==> config.mk <==
export PLATFORM = sky130hd
export DESIGN_NAME = dequant_engine
export DESIGN_NICKNAME = d
export VERILOG_FILES = /design/src/rtl/dequant_engine.sv
export SDC_FILE = /design/constraint.sdc
export NUM_CORES = 2
export LEC_CHECK = 0
export ABC_AREA = 0
export CAP_MARGIN = 10
export CORE_UTILIZATION = 56
export CTS_CLUSTER_DIAMETER = 120
export CTS_CLUSTER_SIZE = 20
export DETAILED_ROUTE_END_ITERATION = 8
export GPL_ROUTABILITY_DRIVEN = 0
export HOLD_SLACK_MARGIN = 0.06
export PLACE_DENSITY = 0.77
export SLEW_MARGIN = 20
export SYNTH_ARGS = -nofsm -noshare
export SYNTH_HDL_FRONTEND = slang
export SYNTH_SLANG_ARGS = --single-unit
==> constraint.sdc <==
create_clock -name clk_in -period 6 [get_ports clk_in]
set_input_delay 1.2 -clock clk_in [delete_from_list [all_inputs] [get_ports clk_in]]
set_output_delay 1.2 -clock clk_in [all_outputs]
set_load 0.02 [all_outputs]
==> src/rtl/dequant_engine.sv <==
// Table-driven JPEG inverse quantizer: two-stage multiply/reduce pipeline with valid/ready flow control.
// Optional build macro DEQUANT_SAT_EN clamps each lane to OUT_W bits; without it lanes wrap.
module dequant_engine #(
    parameter int COEF_W     = 12,
    parameter int OUT_W      = 12,
    parameter int Q_W        = 8,
    parameter int N          = 8,
    parameter int NUM_TABLES = 2
) (
    input  logic                                  clk_in,
    input  logic                                  rst_n_in,
    input  logic [N*COEF_W-1:0]                   column_in,
    input  logic [$clog2(NUM_TABLES)-1:0]         table_sel_in,
    input  logic                                  valid_in,
    output logic                                  ready_out,
    output logic [N*OUT_W-1:0]                    column_out,
    output logic                                  last_out,
    output logic                                  sat_out,
    output logic                                  valid_out,
    input  logic                                  ready_in,
    input  logic                                  tbl_wr_en_in,
    input  logic [$clog2(NUM_TABLES*N*N)-1:0]     tbl_addr_in,
    input  logic [Q_W-1:0]                        tbl_data_in
);
    localparam int P_W = COEF_W + Q_W + 1;
    localparam int AW  = $clog2(NUM_TABLES*N*N);
    localparam int CW  = $clog2(N);
    localparam int SW  = $clog2(NUM_TABLES);
`ifdef DEQUANT_SAT_EN
    localparam int S1_W = P_W;
    localparam logic signed [P_W-1:0] SAT_HI = P_W'(2**(OUT_W-1) - 1);
    localparam logic signed [P_W-1:0] SAT_LO = ~SAT_HI;
`else
    // Wrapping only needs the low OUT_W product bits, so stage 1 keeps just those.
    localparam int S1_W = OUT_W;
`endif

    logic [Q_W-1:0]          q_mem [NUM_TABLES*N*N];
    logic [CW-1:0]           col_cnt;
    logic [SW-1:0]           tbl_latch;
    logic [SW-1:0]           tbl_cur;
    logic                    en;
    logic                    accept;
    logic [AW-1:0]           rd_addr [N];
    logic signed [P_W-1:0]   coef_x  [N];
    logic signed [P_W-1:0]   q_x     [N];
    logic signed [S1_W-1:0]  prod_c  [N];
    logic signed [S1_W-1:0]  s1_prod [N];
    logic                    s1_valid;
    logic                    s1_last;
    logic [N*OUT_W-1:0]      red_col;
    logic                    red_sat;

    // Handshake: a column moves on valid_in && ready_out; ready_out = !valid_out || ready_in.
    assign en        = !valid_out || ready_in;
    assign ready_out = en;
    assign accept    = valid_in && en;
    assign tbl_cur   = (col_cnt == '0) ? table_sel_in : tbl_latch;

    // Table RAM is not reset; a same-cycle read sees the old entry.
    always_ff @(posedge clk_in) begin
        if (tbl_wr_en_in) begin
            q_mem[tbl_addr_in] <= tbl_data_in;
        end
    end

    always_ff @(posedge clk_in) begin
        if (!rst_n_in) begin
            col_cnt   <= '0;
            tbl_latch <= '0;
        end else if (accept) begin
            if (col_cnt == '0) begin
                tbl_latch <= table_sel_in;
            end
            col_cnt <= (col_cnt == CW'(N-1)) ? '0 : col_cnt + CW'(1);
        end
    end

    always_comb begin
        for (int k = 0; k < N; k++) begin
            rd_addr[k] = AW'(int'(tbl_cur)*N*N + int'(col_cnt)*N + k);
            coef_x[k]  = P_W'($signed(column_in[k*COEF_W +: COEF_W]));
            q_x[k]     = $signed(P_W'({1'b0, q_mem[rd_addr[k]]}));
            prod_c[k]  = S1_W'(coef_x[k] * q_x[k]);
        end
    end

    always_ff @(posedge clk_in) begin
        if (!rst_n_in) begin
            s1_valid <= 1'b0;
            s1_last  <= 1'b0;
            for (int k = 0; k < N; k++) begin
                s1_prod[k] <= '0;
            end
        end else if (en) begin
            s1_valid <= valid_in;
            s1_last  <= valid_in && (col_cnt == CW'(N-1));
            for (int k = 0; k < N; k++) begin
                s1_prod[k] <= valid_in ? prod_c[k] : '0;
            end
        end
    end

    always_comb begin
        red_col = '0;
        red_sat = 1'b0;
        for (int k = 0; k < N; k++) begin
`ifdef DEQUANT_SAT_EN
            if (s1_prod[k] > SAT_HI) begin
                red_col[k*OUT_W +: OUT_W] = SAT_HI[OUT_W-1:0];
                red_sat = 1'b1;
            end else if (s1_prod[k] < SAT_LO) begin
                red_col[k*OUT_W +: OUT_W] = SAT_LO[OUT_W-1:0];
                red_sat = 1'b1;
            end else begin
                red_col[k*OUT_W +: OUT_W] = s1_prod[k][OUT_W-1:0];
            end
`else
            red_col[k*OUT_W +: OUT_W] = s1_prod[k];
`endif
        end
    end

    always_ff @(posedge clk_in) begin
        if (!rst_n_in) begin
            valid_out  <= 1'b0;
            column_out <= '0;
            last_out   <= 1'b0;
            sat_out    <= 1'b0;
        end else if (en) begin
            valid_out  <= s1_valid;
            column_out <= s1_valid ? red_col : '0;
            last_out   <= s1_valid && s1_last;
            sat_out    <= s1_valid && red_sat;
        end
    end
endmodule

==> qor.yml <==
critical-path-slowest-cell: "mux4_2"
dr.pass1.iters: 6
cts_hold_buf: 0
hp-class: "flop to flop"
place_area_um2: 66900
synth_top_area_cell: "edfxtp_1"
crit_arrival_ns: 6.29
start_kind: "flop"
gr-max-usage-layer: "met2"
drt_iter0_markers: 3836
via_per_inst: 5.96
max_clock_freq_ghz: 0.170
synthFlopType: "edfxtp_1"
synth_cell_types: 57
yosysTopAreaCellShare_pct: 54.9
status: "complete, no violations"
syn_nets: 4598
cts_buffer_depth: 3
yosys_warnings: 0
remaining_drc_errors: 0
seq_area_frac_synth_pct: 58.3
dp.cells: 5784
hold_viol: 0
tns_ns: 0
critPathRequiredTime_ns: 6.42
grt_pass1_wl_um: 218000
path_buf_inv: 6
root_buffer: "clkbuf_16"
layout-drive-gt1-share_pct: 16.0
grtUsageMet3_pct: 5.42
end_kind: "flop"
critPathMaxFanout: 16
cp_top_family: "adder cells"
hold_ws_ns: 0.459
final_nets: 5094
crit_top_cell: "fa_1"
avgSynthCellArea_um2: 15.3
grtUsageTotal_pct: 26.3
path_clk_slew_ns: 0.09
synthArstFlopShare_pct: 0
clock_sinks: 1224
clk_latency_ns: 0.66
layout_setup_ws_ns: 0.123
gr-total-overflow: 0
die-width_um: 333
io_pins: 217
p_leak_uw: 0.0263
tightest_slew_ns: 1.17
dpl.hpwl_um: 97000
fin_crit_ns: 5.88
fin_cells: 5941
cts_buffers: 71
rsz0062_at_grt: "true"
synthTopCellsByArea: "edfxtp_1, fa_1, mux4_2, ha_1, dfxtp_1"
cts-htree-levels: 3
use_met1_pct: 37.0
maxSlewHeadroom_pct: 21.8
area_delta_synth_final_pct: 13.9
port_buffers: 215
period_share_pct: 98.0
antenna_cells: 0
start_util_pct: 56.8
ys_ff_latch: 1224
syn_inst: 4006
criticalPathCategory: "flop to flop"
die_area_um2: 111000
fin_area_um2: 69700
antenna_found_initial: 9
cp_cell_sequence: "buf_12, buf_12, buf_16, mux4_2, mux4_2, nand2_1, fa_1, fa_1, inv_1, fa_1, inv_1, fa_1, inv_1, ha_1, a21oi_2, o21ai_1, xnor3_1, xnor3_2, nor2_1"
layout_commonest_cell: "edfxtp_1"
grt_pass1_vias: 35200
syn-cell-area_um2: 61300
place_ws_ns: -0.900
slowest_delay_ns: 0.62
powerDensity_nw_per_um2: 357
via_count: 35400
final_cell_mix: "edfxtp_1, inv_1, nand2_1"
setup_violations: 0
finalWirelength_um: 148000
ant_nets: 0
slew_violations: 0
ir_drop_mv: 0.354
tritoncts: "built"
synth_edf_count: 1120
grt_max_degree: 98
cap_viol_max_count: 0
skew_ns: 0.0223
grt_use_met2_pct: 41.5
avgRoutedWirePerCell_um: 24.9
core_region_area_um2: 108000
rows: 120
chipHeight_um: 333
[cells in the mapped netlist, types with 9 or more instances]
cell      count
fa_1        288
mux4_1       71
buf_12       13
clkbuf_8     10
nor2b_1      14
nand3_1      57
xnor3_1      21
and2_1      216
clkbuf_1     66
a22oi_1      16
o21ai_0      22
buf_1        10
nor3_1        9
a21o_1       16
or3_1        13
buf_4        12
nand2_1     397
and3_1       33
xnor2_1      74
a22o_1      114
nor2_1      202
edfxtp_1   1120
o21bai_1     11
buf_2        32
xor2_1       40
dfxtp_1     104
mux4_2      190
ha_1        187
mux2i_1      41
inv_1       478
a21oi_1      47
buf_6        12
[worst register-to-register path: cells and delay by family, from the launching register on]
kind,cells,cell delay [ns]
XOR/XNOR,2,0.57
flip-flops,1,0.44
AND/OR/NAND/NOR,2,0.23
buffers and inverters,6,0.70
multiplexers,2,1.17
adder cells (fa/ha/maj),5,2.28
AO/OA/AOI/OAI,2,0.25
[registers in the layout (all words and copies together) (netlist names)]
| name | cells |
|---|---|
| q_mem | 1024 |
| column_out | 96 |
| s1_prod | 96 |
| col_cnt | 3 |
| last_out | 1 |
| s1_last | 1 |
| s1_valid | 1 |
| tbl_latch | 1 |
| valid_out | 1 |
[metrics by stage]
stage	power [uW]	utilization, %
floorplan	16200	-
detailed placement	19800	62.1
global route	26500	64.7
global placement	19600	62.1
finish	24900	64.7
CTS	24800	64.2
[worst paths after layout]
path | start | to | slack [ns] | cells past startpoint
max | col_cnt[0] | s1_prod[1][11] | 0.12 | 19
max reg2reg | col_cnt[0] | s1_prod[1][11] | 0.12 | 19
min reg2reg | s1_prod[0][3] | column_out[3] | 0.46 | 1
min | s1_prod[0][3] | column_out[3] | 0.46 | 1
[where the power goes]
part / total, uW / switching (uW) / internal (uW)
clock network: 5030 / 2700 / 2330
registers: 9670 / 76.9 / 9590
logic: 10200 / 4960 / 5220
[timing repair]
action | CTS | global route
resized for setup | 24 | 40
buffers inserted | 7 | 35
setup endpoints to repair | 8 | 12
cloned | 1 | 4
pin swaps | 1 | 15
[cell type report]
| cell class | count | area, um2 |
|---|---|---|
| Clock buffer | 103 | 1960 |
| Clock inverter | 6 | 80.1 |
| Fill cell | 7296 | 38100 |
| Inverter | 481 | 1810 |
| Multi-Input combinational cell | 2145 | 22900 |
| Sequential cell | 1224 | 35700 |
| Tap cell | 1403 | 1760 |
| Timing Repair Buffer | 579 | 5520 |
[layer usage]
layer | share of wire, % | routed length, um
met5 | 0.089 | 131
met3 | 9.8 | 14500
met4 | 3.2 | 4770
met1 | 40 | 58400
met2 | 47 | 69900
[logic make-up after synthesis]
group           Yosys count  synth area share, %
flops                  1224                 58.3
simple gates            967                 7.34
buf+inv                 637                 4.70
fa+ha+maj               475                 13.2
mux                     310                 10.8
compound gates          257                 3.17
xor+xnor                135                 2.40
other cells               1              0.00612
Note: power is estimated with default switching activity, not from simulation.
